**config.mk**
```make
export PLATFORM = sky130hd
export DESIGN_NAME = enigma_symb_rx_flat
export DESIGN_NICKNAME = d
export VERILOG_FILES = /design/src/rtl/enigma_symb_rx_if.sv /design/src/rtl/enigma_symb_rx.sv /design/src/flat_wrapper.sv
export SDC_FILE = /design/constraint.sdc
export NUM_CORES = 1
export LEC_CHECK = 0
export BUFFER_PORTS_ARGS = -buffer_cell sky130_fd_sc_hd__buf_4
export CORE_UTILIZATION = 25
export DETAILED_ROUTE_END_ITERATION = 16
export SYNTH_ARGS = -nofsm -noshare
export SYNTH_HDL_FRONTEND = slang
export SYNTH_SLANG_ARGS = --single-unit
```
**constraint.sdc**
```tcl
create_clock -name clk_i -period 3.4 [get_ports clk_i]
set_input_delay 0.17 -clock clk_i [delete_from_list [all_inputs] [get_ports clk_i]]
set_output_delay 0.17 -clock clk_i [all_outputs]
set_load 0.005 [all_outputs]
```
**src/rtl/enigma_symb_rx_if.sv**
```systemverilog
// rtl/enigma_symb_rx_if.sv - symbol stream, consumer handshake and status bundle for enigma_symb_rx
//
// Purpose: groups every non-clock/reset signal of enigma_symb_rx.
// Signals:
//   in_symb_i    encoded symbol from the encoder, 0 = idle
//   clr_i        synchronous clear of counters and sticky flags
//   out_ready_i  consumer accepts the head entry
//   out_symb_o   FIFO head symbol (0 when empty)
//   out_valid_o  head entry valid
//   level_o      FIFO occupancy
//   ovf_o        sticky overflow (letter dropped on full FIFO)
//   err_o        sticky out-of-range code seen
//   symb_cnt_o   saturating count of pushed symbols
//   err_cnt_o    saturating count of out-of-range codes
// Modports: master = driver/consumer side, slave = enigma_symb_rx.

interface enigma_symb_rx_if #(
    parameter int DEPTH = 16,
    parameter int CNT_W = 16
);
    logic [5:0]               in_symb_i;
    logic                     clr_i;
    logic                     out_ready_i;
    logic [5:0]               out_symb_o;
    logic                     out_valid_o;
    logic [$clog2(DEPTH):0]   level_o;
    logic                     ovf_o;
    logic                     err_o;
    logic [CNT_W-1:0]         symb_cnt_o;
    logic [7:0]               err_cnt_o;

    modport master (
        output in_symb_i, clr_i, out_ready_i,
        input  out_symb_o, out_valid_o, level_o, ovf_o, err_o, symb_cnt_o, err_cnt_o
    );

    modport slave (
        input  in_symb_i, clr_i, out_ready_i,
        output out_symb_o, out_valid_o, level_o, ovf_o, err_o, symb_cnt_o, err_cnt_o
    );
endinterface

```
**src/rtl/enigma_symb_rx.sv**
```systemverilog
// rtl/enigma_symb_rx.sv - receive-side Enigma symbol collector with FIFO and statistics
//
// Purpose: registers the 6-bit symbol stream, classifies it (0 idle, 1..26
// letter, 27..63 error), pushes letters into a DEPTH-entry FIFO drained by a
// valid/ready consumer, and keeps saturating symbol/error counters plus sticky
// overflow/error flags.
// Ports:
//   clk_i  clock, rising edge
//   rst_i  asynchronous active-low reset
//   bus    enigma_symb_rx_if.slave (stream input, consumer handshake, status)
// Parameters: DEPTH (power of two, 2..64), CNT_W (symbol counter width).
// Optional build macro: ENIGMA_RX_HOLD_DEDUP_EN - capture a held nonzero code
// only once; a new capture needs the previously sampled code to differ.

module enigma_symb_rx #(
    parameter int DEPTH = 16,
    parameter int CNT_W = 16
) (
    input  logic             clk_i,
    input  logic             rst_i,
    enigma_symb_rx_if.slave  bus
);
    localparam int PTR_W = $clog2(DEPTH);
    localparam int LVL_W = PTR_W + 1;
    localparam logic [LVL_W-1:0] FULL_LVL = LVL_W'(DEPTH);
    localparam logic [CNT_W-1:0] SYMB_MAX = '1;
    localparam logic [7:0]       ERR_MAX  = 8'hFF;

    logic [5:0]       in_q,       in_d;
    logic [PTR_W-1:0] wr_ptr_q,   wr_ptr_d;
    logic [PTR_W-1:0] rd_ptr_q,   rd_ptr_d;
    logic [LVL_W-1:0] level_q,    level_d;
    logic [CNT_W-1:0] symb_cnt_q, symb_cnt_d;
    logic [7:0]       err_cnt_q,  err_cnt_d;
    logic             ovf_q,      ovf_d;
    logic             err_q,      err_d;
`ifdef ENIGMA_RX_HOLD_DEDUP_EN
    logic [5:0]       in_prev_q,  in_prev_d;
`endif

    logic [5:0] mem_q [DEPTH];

    logic is_new;
    logic cand;
    logic bad;
    logic out_valid;
    logic full;
    logic pop;
    logic push;
    logic drop;

    always_comb begin
        in_d = bus.in_symb_i;
`ifdef ENIGMA_RX_HOLD_DEDUP_EN
        // Edge rule: a sampled code counts only if it differs from the one
        // sampled the cycle before (an idle 0 in between also re-arms it).
        in_prev_d = in_q;
        is_new    = (in_q != in_prev_q);
`else
        is_new    = 1'b1;
`endif
        cand      = (in_q >= 6'd1) && (in_q <= 6'd26) && is_new;
        bad       = (in_q >= 6'd27) && is_new;
        out_valid = (level_q != '0);
        full      = (level_q == FULL_LVL);
        pop       = out_valid && bus.out_ready_i;
        // A simultaneous pop frees the slot, so a full FIFO still accepts.
        push      = cand && (!full || pop);
        drop      = cand && !push;

        wr_ptr_d  = push ? wr_ptr_q + PTR_W'(1) : wr_ptr_q;
        rd_ptr_d  = pop  ? rd_ptr_q + PTR_W'(1) : rd_ptr_q;

        level_d = level_q;
        case ({push, pop})
            2'b10:   level_d = level_q + LVL_W'(1);
            2'b01:   level_d = level_q - LVL_W'(1);
            default: level_d = level_q;
        endcase

        symb_cnt_d = symb_cnt_q;
        err_cnt_d  = err_cnt_q;
        ovf_d      = ovf_q;
        err_d      = err_q;
        if (bus.clr_i) begin
            // Clear takes priority over any same-cycle event.
            symb_cnt_d = '0;
            err_cnt_d  = '0;
            ovf_d      = 1'b0;
            err_d      = 1'b0;
        end else begin
            if (push && (symb_cnt_q != SYMB_MAX)) symb_cnt_d = symb_cnt_q + CNT_W'(1);
            if (drop) ovf_d = 1'b1;
            if (bad) begin
                err_d = 1'b1;
                if (err_cnt_q != ERR_MAX) err_cnt_d = err_cnt_q + 8'd1;
            end
        end
    end

    always_ff @(posedge clk_i or negedge rst_i) begin
        if (!rst_i) begin
            in_q       <= '0;
            wr_ptr_q   <= '0;
            rd_ptr_q   <= '0;
            level_q    <= '0;
            symb_cnt_q <= '0;
            err_cnt_q  <= '0;
            ovf_q      <= 1'b0;
            err_q      <= 1'b0;
`ifdef ENIGMA_RX_HOLD_DEDUP_EN
            in_prev_q  <= '0;
`endif
        end else begin
            in_q       <= in_d;
            wr_ptr_q   <= wr_ptr_d;
            rd_ptr_q   <= rd_ptr_d;
            level_q    <= level_d;
            symb_cnt_q <= symb_cnt_d;
            err_cnt_q  <= err_cnt_d;
            ovf_q      <= ovf_d;
            err_q      <= err_d;
`ifdef ENIGMA_RX_HOLD_DEDUP_EN
            in_prev_q  <= in_prev_d;
`endif
        end
    end

    // Storage needs no reset: the head is masked to 0 whenever level is 0.
    always_ff @(posedge clk_i) begin
        if (push) mem_q[wr_ptr_q] <= in_q;
    end

    assign bus.out_valid_o = out_valid;
    assign bus.out_symb_o  = out_valid ? mem_q[rd_ptr_q] : 6'd0;
    assign bus.level_o     = level_q;
    assign bus.ovf_o       = ovf_q;
    assign bus.err_o       = err_q;
    assign bus.symb_cnt_o  = symb_cnt_q;
    assign bus.err_cnt_o   = err_cnt_q;

endmodule

```
**src/flat_wrapper.sv**
```systemverilog
// flat-port wrapper written by rule: the top's interface ports become plain ports
module enigma_symb_rx_flat 
#(
    parameter int DEPTH = 16,
    parameter int CNT_W = 16
)
  (clk_i, rst_i, bus_in_symb_i, bus_clr_i, bus_out_ready_i, bus_out_symb_o, bus_out_valid_o, bus_level_o, bus_ovf_o, bus_err_o, bus_symb_cnt_o, bus_err_cnt_o);
  enigma_symb_rx_if #(.DEPTH(DEPTH), .CNT_W(CNT_W)) bus_i ();
  input  logic clk_i;
  input  logic rst_i;
  input wire logic [$bits(bus_i.in_symb_i)-1:0] bus_in_symb_i;
  input wire logic [$bits(bus_i.clr_i)-1:0] bus_clr_i;
  input wire logic [$bits(bus_i.out_ready_i)-1:0] bus_out_ready_i;
  output wire logic [$bits(bus_i.out_symb_o)-1:0] bus_out_symb_o;
  output wire logic [$bits(bus_i.out_valid_o)-1:0] bus_out_valid_o;
  output wire logic [$bits(bus_i.level_o)-1:0] bus_level_o;
  output wire logic [$bits(bus_i.ovf_o)-1:0] bus_ovf_o;
  output wire logic [$bits(bus_i.err_o)-1:0] bus_err_o;
  output wire logic [$bits(bus_i.symb_cnt_o)-1:0] bus_symb_cnt_o;
  output wire logic [$bits(bus_i.err_cnt_o)-1:0] bus_err_cnt_o;
  assign bus_i.in_symb_i = bus_in_symb_i;
  assign bus_i.clr_i = bus_clr_i;
  assign bus_i.out_ready_i = bus_out_ready_i;
  assign bus_out_symb_o = bus_i.out_symb_o;
  assign bus_out_valid_o = bus_i.out_valid_o;
  assign bus_level_o = bus_i.level_o;
  assign bus_ovf_o = bus_i.ovf_o;
  assign bus_err_o = bus_i.err_o;
  assign bus_symb_cnt_o = bus_i.symb_cnt_o;
  assign bus_err_cnt_o = bus_i.err_cnt_o;
  enigma_symb_rx #(.DEPTH(DEPTH), .CNT_W(CNT_W)) u_core (.clk_i(clk_i), .rst_i(rst_i), .bus(bus_i));
endmodule
```
* Yosys cells after proc, flatten, opt, wreduce, memory -nomap -nowiden
Memory sizes are Yosys's and may differ from the RTL's.
Index checks and enable logic that the tools add are counted.
W data, S select, Z words.
** Operators by class
- $add $sub $neg :: 6
- Equal/unequal tests :: 5
- Multiplexer cells :: 13
- Reductions and logical operators :: 15
- $lt $le $gt $ge :: 3
** Operators by type and width (count)
- $mux W16 :: 2
- $mux W8 :: 3
- $add A16 B1 Y16 const B :: 1
- $ne A16 B16 Y1 const B :: 1
- $pmux W5 S2 :: 1
- $reduce_bool A2 Y1 :: 5
- $add A4 B1 Y4 const B :: 2
- $add A8 B1 Y8 const B :: 1
- $ne A8 B8 Y1 const B :: 1
- $ge A6 B1 Y1 const B :: 1
- $ge A6 B5 Y1 const B :: 1
- $le A6 B5 Y1 const B :: 1
- $mux W1 :: 6
- $mux W6 :: 1
- $add A5 B1 Y5 const B :: 1
- $eq A5 B5 Y1 const B :: 1
- $logic_and A1 B1 Y1 :: 5
- $reduce_bool A5 Y1 :: 1
- $sub A5 B1 Y5 const B :: 1
- $eq A2 B1 Y1 const B :: 1
- $eq A2 B2 Y1 const B :: 1
- $logic_not A1 Y1 :: 2
- $reduce_and A2 Y1 :: 1
- $logic_or A1 B1 Y1 :: 1
** Word-level totals
- Memory bits (writable) :: 96
- Input bits :: 10
- Logic and storage cells :: 51
- Output and inout port bits :: 38
- Memories kept :: 1
- Bits in registers :: 45
** Memories
- u_core.mem_q :: depth 16, bits a word 6, rd ports 1, clocked after memory_dff 0, write ports 1, RTL line enigma_symb_rx.sv:41 : logic [5:0] mem_q [DEPTH];

* Longest topological paths before layout
Gate-level depths: netlist of the first run.
- Depth after elaboration :: 8
- Depth in mapped cells :: 10
- Depth with buffers taken out :: 10

* Worst setup path before layout of the first run
Ideal clock, no wire load.
- Kind :: register -> register
- Start point :: register u_core.in_q[2]
- End point :: register u_core.level_q[4], in the netlist u_core.bus.level_o[4]
- Arrival :: 2901 ps
- Stages on the path, launching flop included :: 11
- Path buffers :: 0
- Slack :: 372 ps
- Data required time :: 3274 ps
- Library setup time :: 126 ps
- Period minus slack after synthesis :: 3028 ps
- Cell sequence :: dfrtp_1 > or4_1 > o221ai_2 > nand2b_1 > inv_1 > ha_1 > a21o_1 > a21o_1 > and2_1 > a2bb2o_1 > xor2_1
** Between the ends
- Longest elaborated chain between the ends :: 5
- Elaborated cells between the ends (all ways) :: 8
- Those cells by class :: 2 x order compare; 2 x eq/ne; 1 x mux; 3 x reduce/logical
** Ends and longest elaborated chain
- start: declaration :: RTL line enigma_symb_rx.sv:29 : logic [5:0] in_q, in_d;
- start signal: assignment :: RTL line enigma_symb_rx.sv:115 : in_q <= in_d;
- $ge A6 B1 Y1 / $le A6 B5 Y1 (equally long branches) :: RTL line enigma_symb_rx.sv:62 : cand = (in_q >= 6'd1) && (in_q <= 6'd26) && is_new;
- $logic_and A1 B1 Y1 (*) :: RTL line enigma_symb_rx.sv:62
- $logic_and A1 B1 Y1 (*) :: RTL line enigma_symb_rx.sv:68 : push = cand && (!full || pop);
- $eq A2 B1 Y1 / $eq A2 B2 Y1 (equally long branches) :: RTL line enigma_symb_rx.sv:75 : case ({push, pop})
- $pmux W5 S2 / $reduce_bool A2 Y1 (equally long branches)
- end signal: assignment :: RTL line enigma_symb_rx.sv:118 : level_q <= level_d;
- end: declaration :: RTL line enigma_symb_rx.sv:32 : logic [LVL_W-1:0] level_q, level_d;
Mark *: on every way between the ends. The rest lies on a longest branch, timed or not.
A chain may end at the register's enable or synchronous reset.

* Final worst setup path of the first run
- Start point :: register u_core.level_q[0], in the netlist u_core.bus.level_o[0]
- End point :: register u_core.level_q[4], in the netlist u_core.bus.level_o[4]
** Between the ends
- Longest elaborated chain between the ends :: 6
- Elaborated cells between the ends (all ways) :: 12
- Those cells by class :: 2 x add/sub; 3 x eq/ne; 1 x mux; 6 x reduce/logical
** Ends and longest elaborated chain (RTL line)
- $eq A5 B5 Y1 / $reduce_bool A5 Y1 (equally long branches) :: enigma_symb_rx.sv:65, enigma_symb_rx.sv:64
- $logic_not A1 Y1 / $logic_and A1 B1 Y1 (equally long branches) :: enigma_symb_rx.sv:68, enigma_symb_rx.sv:66
- $logic_or A1 B1 Y1 :: enigma_symb_rx.sv:68
- $logic_and A1 B1 Y1 :: enigma_symb_rx.sv:68
- $eq A2 B1 Y1 / $eq A2 B2 Y1 (equally long branches) :: enigma_symb_rx.sv:75
- $pmux W5 S2 / $reduce_bool A2 Y1 (equally long branches)
Several ways; a longest one is shown, not always the timed one.

==> run metrics, run 1 <==
fin crit share between 80% and 90%; maxcap violations 0; Antenna diodes 0; ys async rst share 31.91%; Int Power around 4 mW; largest net degree at the start of global routing between 40 and 50; drt wl/cell 17.34 µm; sequential fraction of design power around 40%; Yosys top cell area share a little under half; Slew @ Worst Pin between 0.7 and 0.8 ns; Yosys reg bits 141; GR Overflow Total 0; IO buf count 47; CP startpoint kind flip-flop; max_slew headroom 47.95%; Post-Route Skew approximately 0.0085 ns; CTS tree done; CP arrival around 3.3 ns; net switching power between 1.5 and 2 mW; Max Freq around 0.33 GHz; Setup violations, final 0; initial cell density of the core 25.65%; DRT Pass-1 Iters 4; Synth Net Count ~400; Top Ports 48; cell taking the most area after synthesis edfxtp_1; # rows 56; Remaining DRCs 0; post-route ant nets 0; clock power share between 30% and 40%; sw frac a little over a quarter; nets 476; Clock Tree Buf Depth 2; H-tree levels 4; # Post-CTS Setup Buffers 0; mean post-synth cell area 16.07 µm²; VDD IR max roughly 0.41 mV; Syn Inst Count approximately 380; crit path capture type flip-flop; final wirelength 13.64 mm; Power Density between 700 and 800 nW/µm²; status complete, no violations; initial antenna violation count 0; Combinational Power Share between 20% and 30%; Core Footprint 23610 µm²; final core utilization approximately 32%; Leakage ~2.8 nW; layout cells sized above 1 between 30% and 40%; setup TNS 0 ns; overall routing resource usage between 10% and 20%; most frequent cell after synthesis edfxtp_1; Required @ worst endpoint 3.71 ns; Crit Path Category reg -> reg; Post-DP HPWL 9.007 mm; CTS sink cnt between 100 and 150; drt initial violations 207; number of enable flip-flop cells after synthesis 96; top post-synthesis cells by count edfxtp_1, dfrtp_1, nor2_1, mux4_2, xnor2_1; Synth area leaders edfxtp_1, dfrtp_1, mux4_2; Post-Syn Area between 6000 and 7000 µm²; critical path peak fanout 5; via count 3517; first-pass GRT wire length roughly 21 mm; RSZ-0062 raised after global routing no; Pins Over Slew Limit 0; most used flip-flop cell after synthesis edfxtp_1; clock-pin transition on the worst setup and hold timing paths ~0.060 ns; Num CTS Buffers 17; DIE WIDTH between 150 and 200 µm; Ys Warns 0; min cycle time layout roughly 3.0 ns; Final GP Congestion between 0.7 and 0.8; Layout area overhead 25.53%; register area share after synthesis between 60% and 70%; hold crit path type in -> reg; Synth cell types 48; die area between 20000 and 25000 µm²; Vias per Instance roughly 4.5; Skew-Pair Late Insertion Delay 0.42 ns; Root Driver clkbuf_16; Hold Violations, Final 0; Die H ~160 µm; vias in the first global route approximately 3.7k
-- power by group through the flow --
| stage | sequential, mW | combinational, mW | clock [mW] |
|---|---|---|---|
| global route | 2.28 | 1.58 | 2.03 |
| detailed placement | 2.29 | 1.47 | 0 |
| floorplan | 2.15 | 1.03 | 0 |
| CTS | 2.26 | 1.48 | 1.96 |
| finish | 2.25 | 1.45 | 1.93 |
| global placement | 2.27 | 1.43 | 0 |
-- final timing paths --
kind / startpoint / endpoint / slack (ns) / cells after the start
worst min-delay path: bus_clr_i / u_core.bus.ovf_o / 0.13 / 2
min in group asynchronous: rst_i / u_core.bus.symb_cnt_o[9] / 0.31 / 2
max in group asynchronous: rst_i / u_core.in_q[3] / 2.66 / 2
worst min register to register: u_core.bus.ovf_o / u_core.bus.ovf_o / 0.51 / 2
worst max-delay path: u_core.bus.level_o[0] / u_core.bus.level_o[4] / 0.40 / 10
worst max register to register: u_core.bus.level_o[0] / u_core.bus.level_o[4] / 0.40 / 10
-- worst max-delay path, stage by stage (launching register included) --
cell and delay, ns:
dfrtp_1 0.44, or4_4 0.59, o21ai_1 0.18, nand2b_1 0.18, inv_1 0.12, fa_1 0.43, a21o_1 0.20, a21o_1 0.18
and2_1 0.14, a2bb2o_1 0.28, xor2_1 0.14
-- what timing repair did --
item	CTS	global route
resized for setup	0	0
endpoints found under the hold margin	51	0
hold buffers	7	0
-- per-stage QoR --
| step | instance area, µm² | power [mW] | hold WS (ns) | instances | setup slack [ns] |
|---|---|---|---|---|---|
| global placement | 6923 | 3.700 | 0.2183 | 748 | 0.5081 |
| detailed placement | 6923 | 3.761 | 0.2320 | 748 | 0.4113 |
| finish | 7604 | 5.633 | 0.1339 | 787 | 0.4030 |
| global route | 7604 | 5.895 | 0.1438 | 787 | 0.2759 |
| CTS | 7604 | 5.700 | 0.1272 | 787 | 0.3882 |
| floorplan | 6057 | 3.175 | -0.1256 | 377 | 0.3724 |
-- placed cells by master (no fill, tap or decap), types with 4 or more instances in the layout --
master / n
a21o_1: 6
a21oi_1: 12
buf_4: 65
bufinv_16: 4
clkbuf_1: 5
clkbuf_16: 17
dfrtp_1: 45
dlygate4sd3_1: 7
edfxtp_1: 96
ha_1: 10
inv_1: 10
mux4_2: 30
nand2_1: 15
nand2b_1: 5
nand3_1: 12
nand4_1: 5
nor2_1: 34
nor2b_1: 11
nor3_1: 6
xnor2_1: 18
-- per-layer routing --
| metal | part of all wire [%] | vias up | global-route usage (%) |
|---|---|---|---|
| met5 | 0 | - | 0 |
| met4 | 1.2 | 0 | 4.577 |
| met3 | 4.3 | 19 | 2.929 |
| met2 | 50 | 78 | 19.22 |
| met1 | 45 | 1814 | 15.03 |
| li1 | - | 1606 | - |
-- registers in the layout (all words and copies together), names as in the netlist --
register               count
u_core.mem_q              96
u_core.bus.symb_cnt_o     16
u_core.bus.err_cnt_o       8
u_core.in_q                6
u_core.bus.level_o         5
u_core.rd_ptr_q            4
u_core.wr_ptr_q            4
u_core.bus.err_o           1
u_core.bus.ovf_o           1
-- cell type report --
cell class | count | area (µm²)
tap | 319 | 399.1
multi-input combinational | 211 | 1949
timing repair buffer | 74 | 598.1
inverter | 10 | 37.54
clock buffer | 22 | 444.2
fill | 2326 | 16010
sequential | 141 | 4009
clock inverter | 10 | 166.4
-- kinds of logic after synthesis --
family          Yosys count  synth area share (%)
flops                   141                 66.18
simple gates            107                 9.481
compound gates           35                 4.648
mux                      37                 12.62
xor+xnor                 21                 3.037
fa+ha+maj                11                 2.396
buf+inv                  25                 1.632
No activity file was read; power rests on OpenSTA's default activity.
==> run 2, diff against run 1 <==
ABC_AREA = 1   (was unset)
==> run 2 against run 1 <==
Compared with the run above:
- via count rose by 28%
- wire length rose by 9.9%
- count of clock-buffer cells in the layout fell by 1
- largest power group unchanged
==> run metrics, run 2 <==
most frequent cell after synthesis nand2_1; CP startpoint kind flip-flop; number of enable flip-flop cells after synthesis 96; Required @ worst endpoint 3.45 ns; most used flip-flop cell after synthesis edfxtp_1; Clock Tree Buf Depth 2; Final GP Congestion slightly above 0.8; Pins Over Slew Limit 0; fin crit share ~80%; DIE WIDTH approximately 160 µm; Leakage 3.072 nW; GR Util met2 a little under a fifth; largest net degree at the start of global routing 51; min cycle time layout around 2.7 ns; CP Launch Point u_core.in_q[1]; Hold Violations, Final 0; CTS sink cnt ~140; via count roughly 4.5k; Yosys top cell area share about 45%; Yosys reg bits about 140; Num CTS Buffers 17; Setup violations, final 0; Synth area leaders edfxtp_1, dfrtp_1, nand2_1; post-route ant nets 0; mean post-synth cell area between 10 and 15 µm²; Synth cell types 35; top post-synthesis cells by count nand2_1, edfxtp_1, nor2_1, nand3_1, dfrtp_1; hold crit path type in -> reg; DRT Pass-1 Iters 4; GR Overflow Total 0; Antenna diodes 0; Skew-Pair Late Insertion Delay between 0.4 and 0.5 ns; most common cell after layout, fill and taps aside nand2_1; Layout area overhead 21.54%; Synth Net Count about 640; Post-DP HPWL 9.695 mm; RSZ-0062 raised after global routing no; Die H approximately 160 µm; drt wl/cell around 15 µm; setup TNS 0 ns; placed insts between 900 and 1k; die area 26390 µm²; Power Density 734.0 nW/µm²; crit path capture type flip-flop; max_slew headroom 49.38%; Reg with most FFs u_core.mem_q; busiest layer in global routing met2; M1 GR Usage ~16%; overall routing resource usage about an eighth; Post-Route Skew ~0.011 ns; VDD IR max between 0.3 and 0.4 mV; nets between 600 and 700; critical path peak fanout 18; final cell count without fillers 1021; layout cells sized above 1 around 16%; Remaining DRCs 0; clock-pin transition on the worst setup and hold timing paths around 0.060 ns; Ys Warns 0; Syn Inst Count between 600 and 700; GRT met3 Usage between 3 and 4%; Vias per Instance 4.417; cell taking the most area after synthesis edfxtp_1; most frequent cells in the layout nand2_1, edfxtp_1, nor2_1; status complete, no violations; maxcap violations 0; first-pass GRT wire length ~24 mm; Crit Path Category reg -> reg; Slew @ Worst Pin 0.7566 ns; initial cell density of the core 25.55%; Max Freq roughly 0.37 GHz; Top Ports 48; register area share after synthesis around 62%; Root Driver clkbuf_16; IO buf count 47; Hold Path Origin bus_clr_i; # rows 58; Core Footprint 25180 µm²; initial antenna violation count 0; worst reg2reg startpoint u_core.in_q[1]; CP arrival roughly 2.8 ns; vias in the first global route roughly 4.4k; Post-Syn Area 6435 µm²; ys async rst share 31.91%; drt initial violations ~280; final wirelength approximately 15 mm; max reg flops 96; CTS tree done; H-tree levels 4; # Post-CTS Setup Buffers 0
## run 2: final cells by class
class / instances / area (µm²)
well taps: 330 / 412.9
inverters: 42 / 158.9
fillers: 2526 / 17360
multi-input cells: 413 / 2142
repair buffers: 63 / 490.5
clock buffers: 21 / 440.4
flip-flops and latches: 141 / 4009
clock inverters: 11 / 167.7
## run 2: critical path, stage by stage, from the launching register on
cell,delay (ns)
dfrtp_1,0.76
inv_1,0.09
nand2_1,0.08
nor2_1,0.05
inv_1,0.05
nand3_2,0.09
nor2_2,0.38
inv_2,0.06
nor2_2,0.13
inv_2,0.07
nor2_1,0.57
## run 2: path summary, 6_finish.rpt
check | cells after the start | to | slack (ns)
worst max-delay path | 10 | u_core.mem_q[11][2] | 0.69
worst min-delay path | 2 | u_core.bus.ovf_o | 0.08
min in group asynchronous | 2 | u_core.bus.err_cnt_o[1] | 0.30
worst max register to register | 10 | u_core.mem_q[11][2] | 0.69
max in group asynchronous | 2 | u_core.bus.level_o[1] | 2.69
worst min register to register | 2 | u_core.bus.ovf_o | 0.52
## run 2: metal layers
metal / vias to the layer above / routed length [µm]
met5: - / 0
met4: 0 / 123
li1: 2239 / -
met2: 126 / 6952
met1: 2131 / 7023
met3: 14 / 900
## run 2: kinds of logic after synthesis
family / after synthesis / share of synthesized area [%]
AO/OA/AOI/OAI: 90 / 7.914
XOR/XNOR: 25 / 3.403
adder cells (fa/ha/maj): 11 / 2.256
buffers and inverters: 67 / 4.414
flip-flops: 141 / 62.30
AND/OR/NAND/NOR: 287 / 19.72
## run 2: metrics by stage
| step | power, mW | instance area [µm²] | worst slack [ns] | hold slack [ns] | util (%) |
|---|---|---|---|---|---|
| 2_1_floorplan | 3.253 | 6435 | 1.279 | -0.1256 | - |
| 3_3_place_gp | 3.849 | 7143 | 0.6823 | 0.2244 | 28.37 |
| 3_5_place_dp | 3.865 | 7143 | 0.6502 | 0.2227 | 28.37 |
| 4_1_cts | 5.783 | 7821 | 0.6432 | 0.05989 | 31.06 |
| 5_1_grt | 6.072 | 7821 | 0.4411 | 0.07638 | 31.06 |
| 6_report | 5.741 | 7821 | 0.6907 | 0.08077 | 31.06 |
## run 2: power breakdown
part	internal, mW	switching [mW]	leakage (nW)
logic	0.593	1.02	1.33
clock network	1.22	0.683	0.293
registers	2.03	0.191	1.45
total	3.84	1.90	3.07
## run 2: what timing repair did
| action | 4_1_cts | 5_1_grt |
|---|---|---|
| hold buffers | 7 | 0 |
| endpoints found under the hold margin | 51 | 0 |
| resized for setup | 0 | 0 |
==> run 3, diff against run 2 <==
ABC_AREA = 0   (was 1)
clock period = 2.5 ns   (was 3.4 ns; I/O delays follow)
==> run 3 against run 2 <==
Compared with the run above:
- the flow now finishes with violations (negative setup slack)
- non-clock buffer count rose by 36
- critical path depth unchanged
- first-iteration DRC count fell by 37%
- critical endpoint is now u_core.bus.level_o[4]
- clock skew about the same
- critical path type unchanged
- combinational power grew 52%
- count of clock-buffer cells in the layout decreased by 4
- sequential share of layout area decreased by 0.98 points
- cell count shrank 20%
==> run metrics, run 3 (synthesis gave the netlist of run 1 again) <==
placed standard-cell area ~7100 µm²; Core Footprint 23610 µm²; maxcap violations 0; design area around 8000 µm²; die area 24860 µm²; Post-DP HPWL between 9 and 10 mm; Final Hold Slack just over 0.08 ns; hold crit path type in -> reg; Hold Violations, Final 0; Remaining DRCs 0; final wirelength around 13 mm; VDD IR max between 0.4 and 0.5 mV; GR Overflow Total 0; max reg flops 96; failing checks negative setup slack; max_slew headroom between 30 and 40%; Num CTS Buffers 17; H-tree levels 4; Final GP Congestion ~0.74; fin crit share 103.2%; most frequent cells in the layout edfxtp_1, buf_4, dfrtp_1; layout cells sized above 1 between 30% and 40%; Slew @ Worst Pin 0.9894 ns; placed insts ~770; vias in the first global route around 3.8k; largest net degree at the start of global routing 46; drt initial violations 178; CTS tree done; min cycle time layout between 2 and 3 ns; Die H 157.7 µm; crit path capture type flip-flop; IO buf count 47; CP arrival ~2.9 ns; overall routing resource usage a little under an eighth; Top Ports 48; reg2reg path depth 10; first-pass GRT wire length a little over 20 mm; Required @ worst endpoint roughly 2.8 ns; Leakage 2.964 nW; # rows 56; critical path peak fanout 4; Root Driver clkbuf_16; CTS sink cnt between 100 and 150; via count roughly 3.6k; Clock Tree Buf Depth 2; Setup violations, final 7; setup TNS -0.2536 ns; Antenna diodes 0; Place WS -0.09663 ns; drt wl/cell 16.31 µm; clock-pin transition on the worst setup and hold timing paths ~0.060 ns; Max Freq 0.3877 GHz; RSZ-0062 raised after global routing yes; post-route ant nets 0; Pins Over Slew Limit 0; Reg with most FFs u_core.mem_q; initial cell density of the core between 20 and 30%; initial antenna violation count 0; Post-Route Skew approximately 0.010 ns; final cell count without fillers ~810; CP startpoint kind flip-flop; nets between 500 and 600; Layout area overhead 31.77%; final setup margin -0.07909 ns; status complete, but fails checks; Power Density around 1000 nW/µm²; Skew-Pair Late Insertion Delay 0.42 ns; Vias per Instance ~4.4; DIE WIDTH 157.7 µm; most common cell after layout, fill and taps aside edfxtp_1; Crit Path Category reg -> reg; fillcell total 2255; DRT Pass-1 Iters 4; Hold Path Cell Cnt 2
==> run 3: path summary, 6_finish.rpt <==
| kind | start | to | slack [ns] |
|---|---|---|---|
| worst min-delay path | bus_clr_i | u_core.bus.symb_cnt_o[4] | 0.08 |
| max in group asynchronous | rst_i | u_core.in_q[2] | 1.77 |
| worst max register to register | u_core.bus.level_o[2] | u_core.bus.level_o[4] | -0.08 |
| worst min register to register | u_core.bus.ovf_o | u_core.bus.ovf_o | 0.53 |
| min in group asynchronous | rst_i | u_core.bus.symb_cnt_o[10] | 0.27 |
| worst max-delay path | u_core.bus.level_o[2] | u_core.bus.level_o[4] | -0.08 |
==> run 3: cell type report <==
class,count,area (µm²),area share (%)
repair buffers,99,825.8,10.35
flip-flops and latches,141,4013,50.27
inverters,10,40.04,0.5016
well taps,319,399.1,5.001
clock buffers,17,425.4,5.330
clock inverters,15,206.4,2.587
multi-input cells,211,2072,25.96
==> run 3: through the flow <==
stage | power [mW] | utilization, %
2_1_floorplan | 4.374 | -
3_3_place_gp | 5.184 | 30.09
3_5_place_dp | 5.240 | 30.09
4_1_cts | 8.075 | 33.41
5_1_grt | 8.550 | 33.80
6_report | 8.176 | 33.80
==> run 3: metal layers <==
metal  GRT usage [%]  routed length (µm)  vias up
met5               0                   0        -
met4           3.745                 120        0
met3           3.148                 566        9
met2           19.34                6848       79
met1           14.08                5705     1846
li1                -                   -     1648
==> run 3: power by group <==
group / switching [mW] / total (mW) / internal [mW] / leakage, nW
Sequential: 0.243 / 3.00 / 2.76 / 1.45
Clock: 1.02 / 2.71 / 1.69 / 0.303
Combinational: 1.01 / 2.47 / 1.46 / 1.22
==> run 3: timing repair <==
item / in CTS / in global routing
resized for setup: 4 / 15
buffers inserted: 6 / 0
hold endpoints to repair: 51 / 0
gates cloned: 1 / 1
hold buffers: 7 / 0
pin swaps: 8 / 2
setup endpoints to repair: 25 / 21
==> run 3: worst max-delay path: stages (launching register included) <==
cell      delay, ns
dfrtp_1        0.38
or4_4          0.56
o21ai_4        0.15
nand2b_4       0.16
inv_4          0.05
fa_2           0.33
a21o_1         0.19
a21o_1         0.18
and2_4         0.13
a2bb2o_4       0.19
xor2_1         0.13
